`src/rtl/gat_pkg.sv`:
```
// Shared types and derived widths for the GAT parameter loader.
// Optional checksum logic is selected elsewhere by PARAM_LOADER_CHECKSUM_EN.
package gat_pkg;

  localparam int DEF_DATA_WIDTH = 16;
  localparam int DEF_NUM_HEADS  = 2;
  localparam int DEF_W_ROWS     = 4;
  localparam int DEF_W_COLS     = 4;
  localparam int DEF_A_DEPTH    = 8;
  localparam int DEF_RD_LAT     = 1;

  typedef enum logic [1:0] {
    IDLE  = 2'd0,
    FETCH = 2'd1,
    DRAIN = 2'd2,
    DONE  = 2'd3
  } loader_state_e;

  // Address width that never collapses to zero bits for tiny memories.
  function automatic int clog2_min1(input int n);
    return (n <= 2) ? 1 : $clog2(n);
  endfunction

  localparam int WGT_SRC_ADDR_W = clog2_min1(DEF_NUM_HEADS * DEF_W_ROWS * DEF_W_COLS);
  localparam int BANK_ADDR_W    = clog2_min1(DEF_NUM_HEADS * DEF_W_ROWS);
  localparam int A_SRC_ADDR_W   = clog2_min1(DEF_NUM_HEADS * DEF_A_DEPTH);

endpackage

```
`src/rtl/gat_src_streamer.sv`:
```
// Generic source-BRAM streamer: edge-started FSM, read address counter, RD_LAT index pipeline.
// With PARAM_LOADER_CHECKSUM_EN defined it also sums every word written in the current load.
module gat_src_streamer
  import gat_pkg::*;
#(
  parameter int N          = 32,
  parameter int RD_LAT     = 1,
  parameter int DATA_WIDTH = 16,
  localparam int AW        = clog2_min1(N)
) (
  input  logic                  clk,
  input  logic                  rst_n,
  input  logic                  vld,
  input  logic                  reload,
  input  logic [DATA_WIDTH-1:0] din,
  output logic                  enb,
  output logic [AW-1:0]         addr,
  output logic                  wr_en,
  output logic [AW-1:0]         wr_idx,
  output logic                  rdy,
  output logic [DATA_WIDTH-1:0] csum,
  output loader_state_e         state
);

  logic              vld_q;
  logic              vld_qq;
  logic              start;
  logic [1:0]        drain_cnt;
  logic [RD_LAT-1:0] v_pipe;
  logic [AW-1:0]     k_pipe [RD_LAT];

  // A load starts only on a fresh 0->1 transition of vld seen while idle.
  assign start = vld_q & ~vld_qq;

  always_ff @(posedge clk) begin
    if (!rst_n) begin
      state     <= IDLE;
      enb       <= 1'b0;
      addr      <= '0;
      rdy       <= 1'b0;
      drain_cnt <= '0;
      vld_q     <= 1'b0;
      vld_qq    <= 1'b0;
    end else begin
      vld_q  <= vld;
      vld_qq <= vld_q;
      case (state)
        IDLE: begin
          if (start) begin
            state <= FETCH;
            enb   <= 1'b1;
            addr  <= '0;
          end
        end
        FETCH: begin
          if (addr == AW'(N - 1)) begin
            state     <= DRAIN;
            enb       <= 1'b0;
            addr      <= '0;
            drain_cnt <= '0;
          end else begin
            addr <= addr + AW'(1);
          end
        end
        DRAIN: begin
          if (drain_cnt == 2'(RD_LAT - 1)) begin
            state <= DONE;
            rdy   <= 1'b1;
          end else begin
            drain_cnt <= drain_cnt + 2'd1;
          end
        end
        DONE: begin
          if (reload) begin
            state <= IDLE;
            rdy   <= 1'b0;
          end
        end
        default: state <= IDLE;
      endcase
    end
  end

  // Index pipeline tracks which source word is on din RD_LAT cycles after issue.
  always_ff @(posedge clk) begin
    if (!rst_n) begin
      v_pipe <= '0;
    end else begin
      v_pipe[0] <= enb;
      for (int i = 1; i < RD_LAT; i++) v_pipe[i] <= v_pipe[i-1];
    end
  end

  always_ff @(posedge clk) begin
    k_pipe[0] <= addr;
    for (int i = 1; i < RD_LAT; i++) k_pipe[i] <= k_pipe[i-1];
  end

  assign wr_en  = v_pipe[RD_LAT-1];
  assign wr_idx = k_pipe[RD_LAT-1];

`ifdef PARAM_LOADER_CHECKSUM_EN
  always_ff @(posedge clk) begin
    if (!rst_n) begin
      csum <= '0;
    end else if (state == IDLE && start) begin
      csum <= '0;
    end else if (wr_en) begin
      csum <= csum + din;
    end
  end
`else
  logic unused_din;
  assign unused_din = ^din;
  assign csum       = '0;
`endif

endmodule

```
`src/rtl/gat_param_loader.sv`:
```
// Multi-head parameter loader: weight banks per column plus a flat attention register file.
// Checksum outputs are live only when PARAM_LOADER_CHECKSUM_EN is defined.
module gat_param_loader
  import gat_pkg::*;
#(
  parameter int DATA_WIDTH = DEF_DATA_WIDTH,
  parameter int NUM_HEADS  = DEF_NUM_HEADS,
  parameter int W_ROWS     = DEF_W_ROWS,
  parameter int W_COLS     = DEF_W_COLS,
  parameter int A_DEPTH    = DEF_A_DEPTH,
  parameter int RD_LAT     = DEF_RD_LAT,
  localparam int NW         = NUM_HEADS * W_ROWS * W_COLS,
  localparam int NA         = NUM_HEADS * A_DEPTH,
  localparam int BANK_DEPTH = NUM_HEADS * W_ROWS,
  localparam int WGT_AW     = clog2_min1(NW),
  localparam int BANK_AW    = clog2_min1(BANK_DEPTH),
  localparam int A_AW       = clog2_min1(NA),
  localparam int COL_W      = clog2_min1(W_COLS)
) (
  input  logic                           clk,
  input  logic                           rst_n,
  input  logic                           wgt_vld_i,
  input  logic [DATA_WIDTH-1:0]          wgt_bram_dout,
  output logic                           wgt_bram_enb,
  output logic [WGT_AW-1:0]              wgt_bram_addrb,
  input  logic [W_COLS*BANK_AW-1:0]      mult_wgt_addrb,
  output logic [W_COLS*DATA_WIDTH-1:0]   mult_wgt_dout,
  output logic                           w_rdy_o,
  input  logic                           a_vld_i,
  input  logic [DATA_WIDTH-1:0]          a_bram_dout,
  output logic                           a_bram_enb,
  output logic [A_AW-1:0]                a_bram_addrb,
  output logic [NA*DATA_WIDTH-1:0]       a_flat_o,
  output logic                           a_rdy_o,
  input  logic                           reload_i,
  output logic [DATA_WIDTH-1:0]          w_csum_o,
  output logic [DATA_WIDTH-1:0]          a_csum_o
);

  logic                  w_wr;
  logic [WGT_AW-1:0]     w_idx;
  logic [COL_W-1:0]      w_col;
  logic [BANK_AW-1:0]    w_row;
  logic                  a_wr;
  logic [A_AW-1:0]       a_idx;
  loader_state_e         w_state;
  loader_state_e         a_state;
  logic [3:0]            dbg_state_unused;

  // Both FSM states gathered in one place for probing.
  assign dbg_state_unused = {w_state, a_state};

  gat_src_streamer #(
    .N          (NW),
    .RD_LAT     (RD_LAT),
    .DATA_WIDTH (DATA_WIDTH)
  ) u_wgt (
    .clk    (clk),
    .rst_n  (rst_n),
    .vld    (wgt_vld_i),
    .reload (reload_i),
    .din    (wgt_bram_dout),
    .enb    (wgt_bram_enb),
    .addr   (wgt_bram_addrb),
    .wr_en  (w_wr),
    .wr_idx (w_idx),
    .rdy    (w_rdy_o),
    .csum   (w_csum_o),
    .state  (w_state)
  );

  gat_src_streamer #(
    .N          (NA),
    .RD_LAT     (RD_LAT),
    .DATA_WIDTH (DATA_WIDTH)
  ) u_att (
    .clk    (clk),
    .rst_n  (rst_n),
    .vld    (a_vld_i),
    .reload (reload_i),
    .din    (a_bram_dout),
    .enb    (a_bram_enb),
    .addr   (a_bram_addrb),
    .wr_en  (a_wr),
    .wr_idx (a_idx),
    .rdy    (a_rdy_o),
    .csum   (a_csum_o),
    .state  (a_state)
  );

  // Source is head-major then row-major, so word k lands in column k%W_COLS, row k/W_COLS.
  assign w_col = COL_W'(w_idx % WGT_AW'(W_COLS));
  assign w_row = BANK_AW'(w_idx / WGT_AW'(W_COLS));

  for (genvar c = 0; c < W_COLS; c++) begin : g_bank
    logic [DATA_WIDTH-1:0] mem [BANK_DEPTH];
    logic [DATA_WIDTH-1:0] rd_q;

    always_ff @(posedge clk) begin
      if (rst_n && w_wr && (w_col == COL_W'(c))) mem[w_row] <= wgt_bram_dout;
    end

    always_ff @(posedge clk) begin
      if (!rst_n) rd_q <= '0;
      else        rd_q <= mem[mult_wgt_addrb[c*BANK_AW +: BANK_AW]];
    end

    assign mult_wgt_dout[c*DATA_WIDTH +: DATA_WIDTH] = rd_q;
  end

  always_ff @(posedge clk) begin
    if (!rst_n) begin
      a_flat_o <= '0;
    end else if (a_wr) begin
      a_flat_o[a_idx*DATA_WIDTH +: DATA_WIDTH] <= a_bram_dout;
    end
  end

endmodule

```
`config.mk`:
```
export PLATFORM = sky130hd
export DESIGN_NAME = gat_param_loader
export DESIGN_NICKNAME = d
export VERILOG_FILES = /design/src/rtl/gat_pkg.sv /design/src/rtl/gat_src_streamer.sv /design/src/rtl/gat_param_loader.sv
export SDC_FILE = /design/constraint.sdc
export NUM_CORES = 1
export LEC_CHECK = 0
export ABC_AREA = 1
export BUFFER_PORTS_ARGS = -buffer_cell sky130_fd_sc_hd__buf_2
export CAP_MARGIN = 5
export CORE_MARGIN = 1.5
export CORE_UTILIZATION = 50
export DETAILED_ROUTE_END_ITERATION = 10
export HOLD_SLACK_MARGIN = 0.15
export PLACE_DENSITY_LB_ADDON = 0.1
export SLEW_MARGIN = 25
export SYNTH_ARGS = -nofsm -noshare
export SYNTH_HDL_FRONTEND = slang
export SYNTH_SLANG_ARGS = --single-unit
```
`constraint.sdc`:
```
create_clock -name clk -period 2.7 [get_ports clk]
set_clock_uncertainty 0.05 [all_clocks]
set_input_delay 0.27 -clock clk [delete_from_list [all_inputs] [get_ports clk]]
set_output_delay 0.27 -clock clk [all_outputs]
set_load 0.1 [all_outputs]
```
==> results of run 1 <==
==> registers in the layout, indices dropped and copies added, names as in the netlist, 2 cells and up <==
name,count
g_bank.mem,512
a_flat_o,256
g_bank.rd_q,64
u_wgt.addr,5
u_wgt.k_pipe,5
u_att.addr,4
u_att.k_pipe,4
u_att.drain_cnt,2
u_att.state,2
u_wgt.drain_cnt,2
u_wgt.state,2
==> cell type report <==
type | count | area [um2]
repair buffers | 485 | 2826
inverters | 209 | 785.8
clock inverters | 48 | 444.2
fillers | 5752 | 27360
multi-input cells | 2151 | 9811
clock buffers | 117 | 2456
flip-flops and latches | 868 | 22500
well taps | 873 | 1092
==> Yosys cell counts <==
master | number | share of area (%)
sky130_fd_sc_hd__nor2_2 | 5 | 0.092
sky130_fd_sc_hd__mux2i_1 | 64 | 1.9
sky130_fd_sc_hd__nand2_4 | 1 | 0.033
sky130_fd_sc_hd__or2_2 | 1 | 0.018
sky130_fd_sc_hd__ha_1 | 17 | 0.63
sky130_fd_sc_hd__edfxtp_1 | 512 | 45
sky130_fd_sc_hd__o21ai_0 | 403 | 5.9
sky130_fd_sc_hd__nor3_1 | 24 | 0.35
sky130_fd_sc_hd__a221oi_1 | 2 | 0.052
sky130_fd_sc_hd__clkinv_1 | 1 | 0.011
sky130_fd_sc_hd__a211oi_1 | 4 | 0.088
sky130_fd_sc_hd__nor2_4 | 13 | 0.43
sky130_fd_sc_hd__nand3_2 | 5 | 0.15
sky130_fd_sc_hd__inv_1 | 195 | 2.2
sky130_fd_sc_hd__nand4_1 | 5 | 0.092
sky130_fd_sc_hd__nand2_1 | 315 | 3.5
sky130_fd_sc_hd__dfxtp_1 | 356 | 21
sky130_fd_sc_hd__buf_1 | 21 | 0.23
sky130_fd_sc_hd__buf_4 | 40 | 0.88
sky130_fd_sc_hd__nor2_1 | 983 | 11
sky130_fd_sc_hd__inv_2 | 13 | 0.14
sky130_fd_sc_hd__nand3_1 | 108 | 1.6
sky130_fd_sc_hd__o22ai_1 | 64 | 1.2
sky130_fd_sc_hd__nand4_2 | 1 | 0.037
sky130_fd_sc_hd__nand4_4 | 1 | 0.063
sky130_fd_sc_hd__conb_1 | 1 | 0.011
sky130_fd_sc_hd__o21ai_1 | 44 | 0.65
sky130_fd_sc_hd__a21oi_1 | 52 | 0.77
sky130_fd_sc_hd__clkbuf_1 | 123 | 1.4
sky130_fd_sc_hd__nand2_2 | 7 | 0.13
sky130_fd_sc_hd__buf_2 | 37 | 0.54
==> what timing repair did <==
item | in CTS | in global routing
hold endpoints to repair | 151 | 0
setup endpoints to repair | 0 | 1
hold buffers | 27 | 0
gates resized for setup | 0 | 1
==> cell families after synthesis <==
logic type	after synthesis	share of synthesized area [%]
AOI/OAI and AO/OA	569	8.662
adders and majority gates	17	0.6256
buffers and inverters	430	5.325
DFF	868	66.18
muxes	64	1.884
other	1	0.01103
and+or+nand+nor	1469	17.31
==> critical path, stage by stage, from the launching register on <==
cell and delay [ns]:
sky130_fd_sc_hd__dfxtp_1 0.33, sky130_fd_sc_hd__nor2_2 0.16, sky130_fd_sc_hd__nand2_1 0.07, sky130_fd_sc_hd__inv_1 0.09, sky130_fd_sc_hd__ha_1 0.30, sky130_fd_sc_hd__inv_2 0.16
sky130_fd_sc_hd__nand3_2 0.17, sky130_fd_sc_hd__nor2_1 0.21, sky130_fd_sc_hd__nand2_1 0.42, sky130_fd_sc_hd__o21ai_0 0.32, sky130_fd_sc_hd__nor2_1 0.06
==> worst paths after layout <==
check                                         from  cells after the start             endpoint  slack (ns)
worst min-delay path              wgt_bram_dout[7]                      1  g_bank[1].mem[6][7]        0.17
worst max register to register  u_att.k_pipe[0][2]                     10        a_flat_o[240]        0.25
worst max-delay path            u_att.k_pipe[0][2]                     10        a_flat_o[240]        0.25
worst min register to register         u_att.vld_q                      2         u_att.vld_qq        0.40
==> power breakdown <==
part	internal, mW	leakage, nW	switching, mW
combinational	0.773	7.60	3.25
clock	7.16	1.43	5.04
sequential	14.2	7.49	0.144
==> per-layer routing <==
layer	vias to the layer above	share of wire (%)	track usage, %
met5	-	0	0
met2	788	48	46.42
met3	157	8.3	7.970
li1	12100	-	-
met4	0	3.4	10.38
met1	12240	40	34.07
==> metrics by stage <==
step	setup WS, ns	instance area (um2)	util, %	hold WS (ns)
floorplan	0.3906	34120	-	0.3176
finish	0.2547	39920	59.33	0.1697
global placement	0.3459	36750	54.62	0.3717
detailed placement	0.2893	36750	54.62	0.3768
global route	0.05069	39920	59.33	0.1755
CTS	0.2717	39920	59.33	0.1506
==> cell usage in the layout (no fill, tap or decap), types with 8 or more instances in the layout <==
cell | synthesis | final
sky130_fd_sc_hd__o21ai_0 | 403 | 403
sky130_fd_sc_hd__edfxtp_1 | 512 | 512
sky130_fd_sc_hd__bufinv_16 | 0 | 8
sky130_fd_sc_hd__mux2i_1 | 64 | 64
sky130_fd_sc_hd__buf_4 | 40 | 72
sky130_fd_sc_hd__clkinv_2 | 0 | 22
sky130_fd_sc_hd__nand3_1 | 108 | 108
sky130_fd_sc_hd__a21oi_1 | 52 | 52
sky130_fd_sc_hd__nand2_1 | 315 | 315
sky130_fd_sc_hd__buf_2 | 37 | 380
sky130_fd_sc_hd__dfxtp_1 | 356 | 356
sky130_fd_sc_hd__nor3_1 | 24 | 24
sky130_fd_sc_hd__inv_2 | 13 | 12
sky130_fd_sc_hd__ha_1 | 17 | 17
sky130_fd_sc_hd__clkbuf_16 | 0 | 92
sky130_fd_sc_hd__conb_1 | 1 | 32
sky130_fd_sc_hd__nor2_1 | 983 | 981
sky130_fd_sc_hd__inv_1 | 195 | 195
sky130_fd_sc_hd__clkbuf_1 | 123 | 19
sky130_fd_sc_hd__o21ai_1 | 44 | 44
sky130_fd_sc_hd__dlygate4sd3_1 | 0 | 27
sky130_fd_sc_hd__o22ai_1 | 64 | 64
sky130_fd_sc_hd__nor2_4 | 13 | 13
sky130_fd_sc_hd__clkinv_1 | 1 | 14
==> impl_results.md, run 1 <==
- Worst skew pair latency: 0.64 ns
- Total number of vias: 25,290
- Height of the die: 263.8 um
- Netlist area before placement: 34,000 um2
- Critical Path AT: 2.90 ns
- Timing-limited maximum frequency: 0.4090 GHz
- Pwr Density: 766.7 nW/um2
- Least-Margin Pin Slew: 0.8006 ns
- Avg Synthesized Cell Area: 9.948 um2
- Worst rel slew slack: 46.63%
- Max-slew violation count: 0
- Required @ worst endpoint: 3.16 ns
- Number of vias per cell: 5.322
- CTS tree: built
- Average wire length per cell after detail routing: 20.53 um
- Routability congestion estimate: 0.9344
- Leakage power summed over all cells: 16.52 nW
- Clock sinks: 868
- Final count of hold timing violations: 0
- Crit end category: flop
- Critical setup path kind: flop to flop
- Total CTS buffers: 89
- GRT Residual Overflow: 0
- Summed negative setup slack over all endpoints: 0 ns
- Clock buffer depth: 3
- Non-Filler Instances: 4,751
- Remaining antenna violation count after routing: 0
- Initial cell density of the core: 50.54%
- Die Span X: 263.8 um
- Layout overhead on the synthesized area: 17.40%
- Minimum clock period after layout: 2.445 ns
- Crit start category: flop
- Largest net degree at the start of global routing: 154
- Sequential-to-total area share from yosys stat: 66.18%
- Buffers inserted by post-CTS timing repair: 0
- Number of ports placed on the die boundary: 414
- Synthesis Warnings: 0
- # DRC: 0
- Final-stage net count: 3,870
- Outcome: finished, final reports clean
- Number of setup violations in the final report: 0
- Maximum fanout along the worst path: 16
- GR Util All Layers: 27.73%
- Flops & latches, synth: 868
- Crit share post-route: 90.57%
- Count of placed standard cells including taps: 4,559
- Distinct cell type count after synthesis: 31
- Final Power: 30.61 mW
- Detail Placement HPWL: 64,980 um
- Area inside the core boundary: 67,280 um2
- Iteration-0 DRC Markers: 2,090
- Number of violations of the max-capacitance limit: 0
- Fraction of final layout cells sized beyond drive strength 1: 16.50%
- Worst min-delay path class: input port to flop
- Count of input and output buffers: 381
- Full die area: 69,580 um2
- Synth Instances: 3,418
- Detailed-routing iteration count for the pre-antenna-repair pass: 5
- Unrepaired setup endpoints after global routing: false
- Ant diodes: 0
- Clock Tree Root: sky130_fd_sc_hd__clkbuf_16
- Number of cell rows: 95
- Wire length of the first global-routing pass: 148,300 um
- CTS HTree Levels: 3
- Antenna violations before repair: 0
- Total wire length after detailed routing: 97,530 um
- Maximum ir drop on the vdd rail: 0.4376 mV
- Via count of the first global-routing pass: 24,760
- Clock slew at reported path FFs: 0.06 ns
Power figures use the tool's default switching activity.
==> run 2: changes to the inputs <==
==> constraint.sdc (replaced) <==
create_clock -name clk -period 2.3 [get_ports clk]
set_clock_uncertainty 0.05 [all_clocks]
set_input_delay 0.23 -clock clk [delete_from_list [all_inputs] [get_ports clk]]
set_output_delay 0.23 -clock clk [all_outputs]
set_load 0.1 [all_outputs]
==> run 2 against run 1 <==
Total power up 18%. Design area is 1.4% higher. Utilization up 0.84 points. Non-clock buffer count grew 42. Sequential power is 17% higher. Clock-buffer cell count stayed put. Via count is 0.29% higher. Sequential share of layout area shrank 0.78 points. Worst hold slack got worse by 0.010 ns. Fmax is 14% higher. Critical path type unchanged.
==> impl_results.md, run 2 (synthesis results as in run 1) <==
- Placed cell areas: 37,030 um2
- Layout overhead on the synthesized area: 19.07%
- Worst path buffer plus inverter count: 4
- Via count of the first global-routing pass: 24,970
- Ant diodes: 0
- Average wire length per cell after detail routing: 20.64 um
- Pre-CTS setup slack: 0.03774 ns
- Number of filler instances in the final layout: 5,690
- End point of the critical path: a_flat_o[243]
- Outcome: finished, final reports clean
- Most frequent cells in the layout: 981 x sky130_fd_sc_hd__nor2_1, 512 x sky130_fd_sc_hd__edfxtp_1, 403 x sky130_fd_sc_hd__o21ai_0
- Max-slew violation count: 0
- Max FFs per register: 512
- Sequential power share: 46.5%
- Gate power share: 13.3%
- Area inside the core boundary: 67,280 um2
- Routability congestion estimate: 0.9308
- CP delay by family, top: simple AND/OR/NAND/NOR gates
- Wire length of the first global-routing pass: 149,400 um
- Fin util: 60.17%
- Leakage power summed over all cells: 16.80 nW
- Critical setup path kind: flop to flop
- Worst Reg-to-Reg Cells: 12
- Die Span X: 263.8 um
- Number of ports placed on the die boundary: 414
- Pwr Density: 895.8 nW/um2
- CTS HTree Levels: 3
- Detail Placement HPWL: 65,060 um
- Iteration-0 DRC Markers: 2,028
- GRT Residual Overflow: 0
- Total CTS buffers: 88
- Max incr delay on CP: 0.32 ns
- Required @ worst endpoint: 2.77 ns
- Worst hold slack after final layout: 0.1593 ns
- Least-Margin Pin Slew: 1.043 ns
- Maximum ir drop on the vdd rail: 0.6399 mV
- Clock sinks: 868
- Design area: 40,480 um2
- Internal Pwr Total: 26.21 mW
- Number of vias per cell: 5.292
- Final count of hold timing violations: 0
- Worst rel slew slack: 30.48%
- GR Util All Layers: 28.05%
- Largest net degree at the start of global routing: 121
- Initial cell density of the core: 50.54%
- Worst skew pair latency: 0.63 ns
- Total net switching power: 10.06 mW
- Detailed-routing iteration count for the pre-antenna-repair pass: 7
- Worst setup path start: u_att.k_pipe[0][1]
- Number of cell rows: 95
- Final-stage net count: 3,911
- Most common cell after layout, fill and taps aside: sky130_fd_sc_hd__nor2_1
- Height of the die: 263.8 um
- Maximum fanout along the worst path: 16
- Clock slew at reported path FFs: 0.06 ns
- Clock buffer depth: 3
- Number of setup violations in the final report: 0
- CP Cell Sequence: nor2_2 -> nand2_1 -> inv_1 -> ha_1 -> inv_2 -> nand3_2 -> nor2_1 -> buf_4 -> nand2_1 -> buf_4 -> o21ai_0 -> nor2_1
- CTS tree: built
- Largest register by flop count: g_bank.mem
- Crit end category: flop
- Fraction of final layout cells sized beyond drive strength 1: 17.66%
- Timing-limited maximum frequency: 0.4674 GHz
- Minimum clock period after layout: 2.139 ns
- Full die area: 69,580 um2
- Crit start category: flop
- Switching share of power: 27.73%
- Number of violations of the max-capacitance limit: 0
- Startpoint of the worst register-to-register path: u_att.k_pipe[0][1]
- Largest registers in the final layout: g_bank.mem (512), a_flat_o (256), g_bank.rd_q (64)
- Total number of vias: 25,360
- Cell type of the slowest stage on the worst timing path: sky130_fd_sc_hd__dfxtp_1
- Total stage count of the critical path: 12
- Remaining antenna violation count after routing: 0
- Worst min-delay path class: input port to flop
- Total wire length after detailed routing: 98,890 um
- R2R Path End: a_flat_o[243]
- Critical Path AT: 2.61 ns
- Clock power frac: 40.1%
- Clock Tree Root: sky130_fd_sc_hd__clkbuf_16
- Crit share post-route: 93.01%
- Register-to-Register Setup Slack: 0.16 ns
- Antenna violations before repair: 0
- # DRC: 0
- Setup WS post-layout: 0.1607 ns
- Count of input and output buffers: 381
-- run 2: cell types whose count changed in the layout (fill, tap and decap cells not counted), moves of 4 or more --
cell                            delta
sky130_fd_sc_hd__buf_4            +20
sky130_fd_sc_hd__buf_12           +12
sky130_fd_sc_hd__clkinv_1         -10
sky130_fd_sc_hd__dlygate4sd3_1     +8
sky130_fd_sc_hd__clkbuf_8          +4
sky130_fd_sc_hd__clkinvlp_4        +4
-- run 2: how the worst min path moves through the flow --
| stage | from | endpoint | slack, ns | depth (start not counted) |
|---|---|---|---|---|
| finish | wgt_bram_dout[10] | g_bank[2].mem[0][10] | 0.16 | 1 |
| global route | wgt_bram_dout[10] | g_bank[2].mem[0][10] | 0.15 | 1 |
| CTS | wgt_bram_dout[10] | g_bank[2].mem[1][10] | 0.15 | 1 |
| detailed placement | u_wgt.addr[0] | u_wgt.k_pipe[0][0] | 0.37 | 0 |
| global placement | u_att.addr[3] | u_att.k_pipe[0][3] | 0.36 | 0 |
| floorplan | a_vld_i | u_att.vld_q | 0.28 | 2 |
-- run 2: area by class of cell --
| cell class | count | area (um2) | share of cell area [%] |
|---|---|---|---|
| Tap cell | 873 | 1092 | 2.698 |
| Sequential cell | 868 | 22510 | 55.59 |
| Multi-Input combinational cell | 2151 | 9821 | 24.26 |
| Clock inverter | 47 | 473.0 | 1.168 |
| Timing Repair Buffer | 527 | 3333 | 8.233 |
| Clock buffer | 117 | 2475 | 6.113 |
| Inverter | 209 | 784.5 | 1.938 |
-- run 2: timing repair --
item                       CTS  global route
setup endpoints to repair    0           113
gates resized for setup      0             8
hold buffers                35             0
setup buffers                0             7
hold endpoints to repair   440             0
-- run 2: worst register-to-register path: stages (launching register included) --
cell	delay (ns)
sky130_fd_sc_hd__dfxtp_1	0.32
sky130_fd_sc_hd__nor2_2	0.16
sky130_fd_sc_hd__nand2_1	0.07
sky130_fd_sc_hd__inv_1	0.09
sky130_fd_sc_hd__ha_1	0.25
sky130_fd_sc_hd__inv_2	0.13
sky130_fd_sc_hd__nand3_2	0.11
sky130_fd_sc_hd__nor2_1	0.19
sky130_fd_sc_hd__buf_4	0.16
sky130_fd_sc_hd__nand2_1	0.05
sky130_fd_sc_hd__buf_4	0.20
sky130_fd_sc_hd__o21ai_0	0.20
sky130_fd_sc_hd__nor2_1	0.06
-- run 2: metrics by stage --
stage               cells   TNS, ns  total power, mW
floorplan            3449         0            20.63
global placement     4585         0            21.88
detailed placement   4585         0            21.97
CTS                  4784         0            36.44
global route         4792  -0.01434            37.45
finish               4792         0            36.27
-- run 2: layer usage --
layer  wire [um]  global-route usage, %  vias to the layer above
li1            -                      -                    12170
met1       38250                  33.12                    12190
met2       48390                  47.86                      785
met3        8024                  7.858                      217
met4        4223                  12.26                        0
met5           0                      0                        -
-- run 2: power groups by stage --
stage / registers [mW] / logic (mW) / clock network, mW
final: 16.9 / 4.84 / 14.6
after floorplan: 18.3 / 2.30 / 0
after CTS: 16.9 / 4.82 / 14.7
after detailed placement: 17.2 / 4.76 / 0
after global routing: 16.9 / 5.21 / 15.3
after global placement: 17.2 / 4.68 / 0
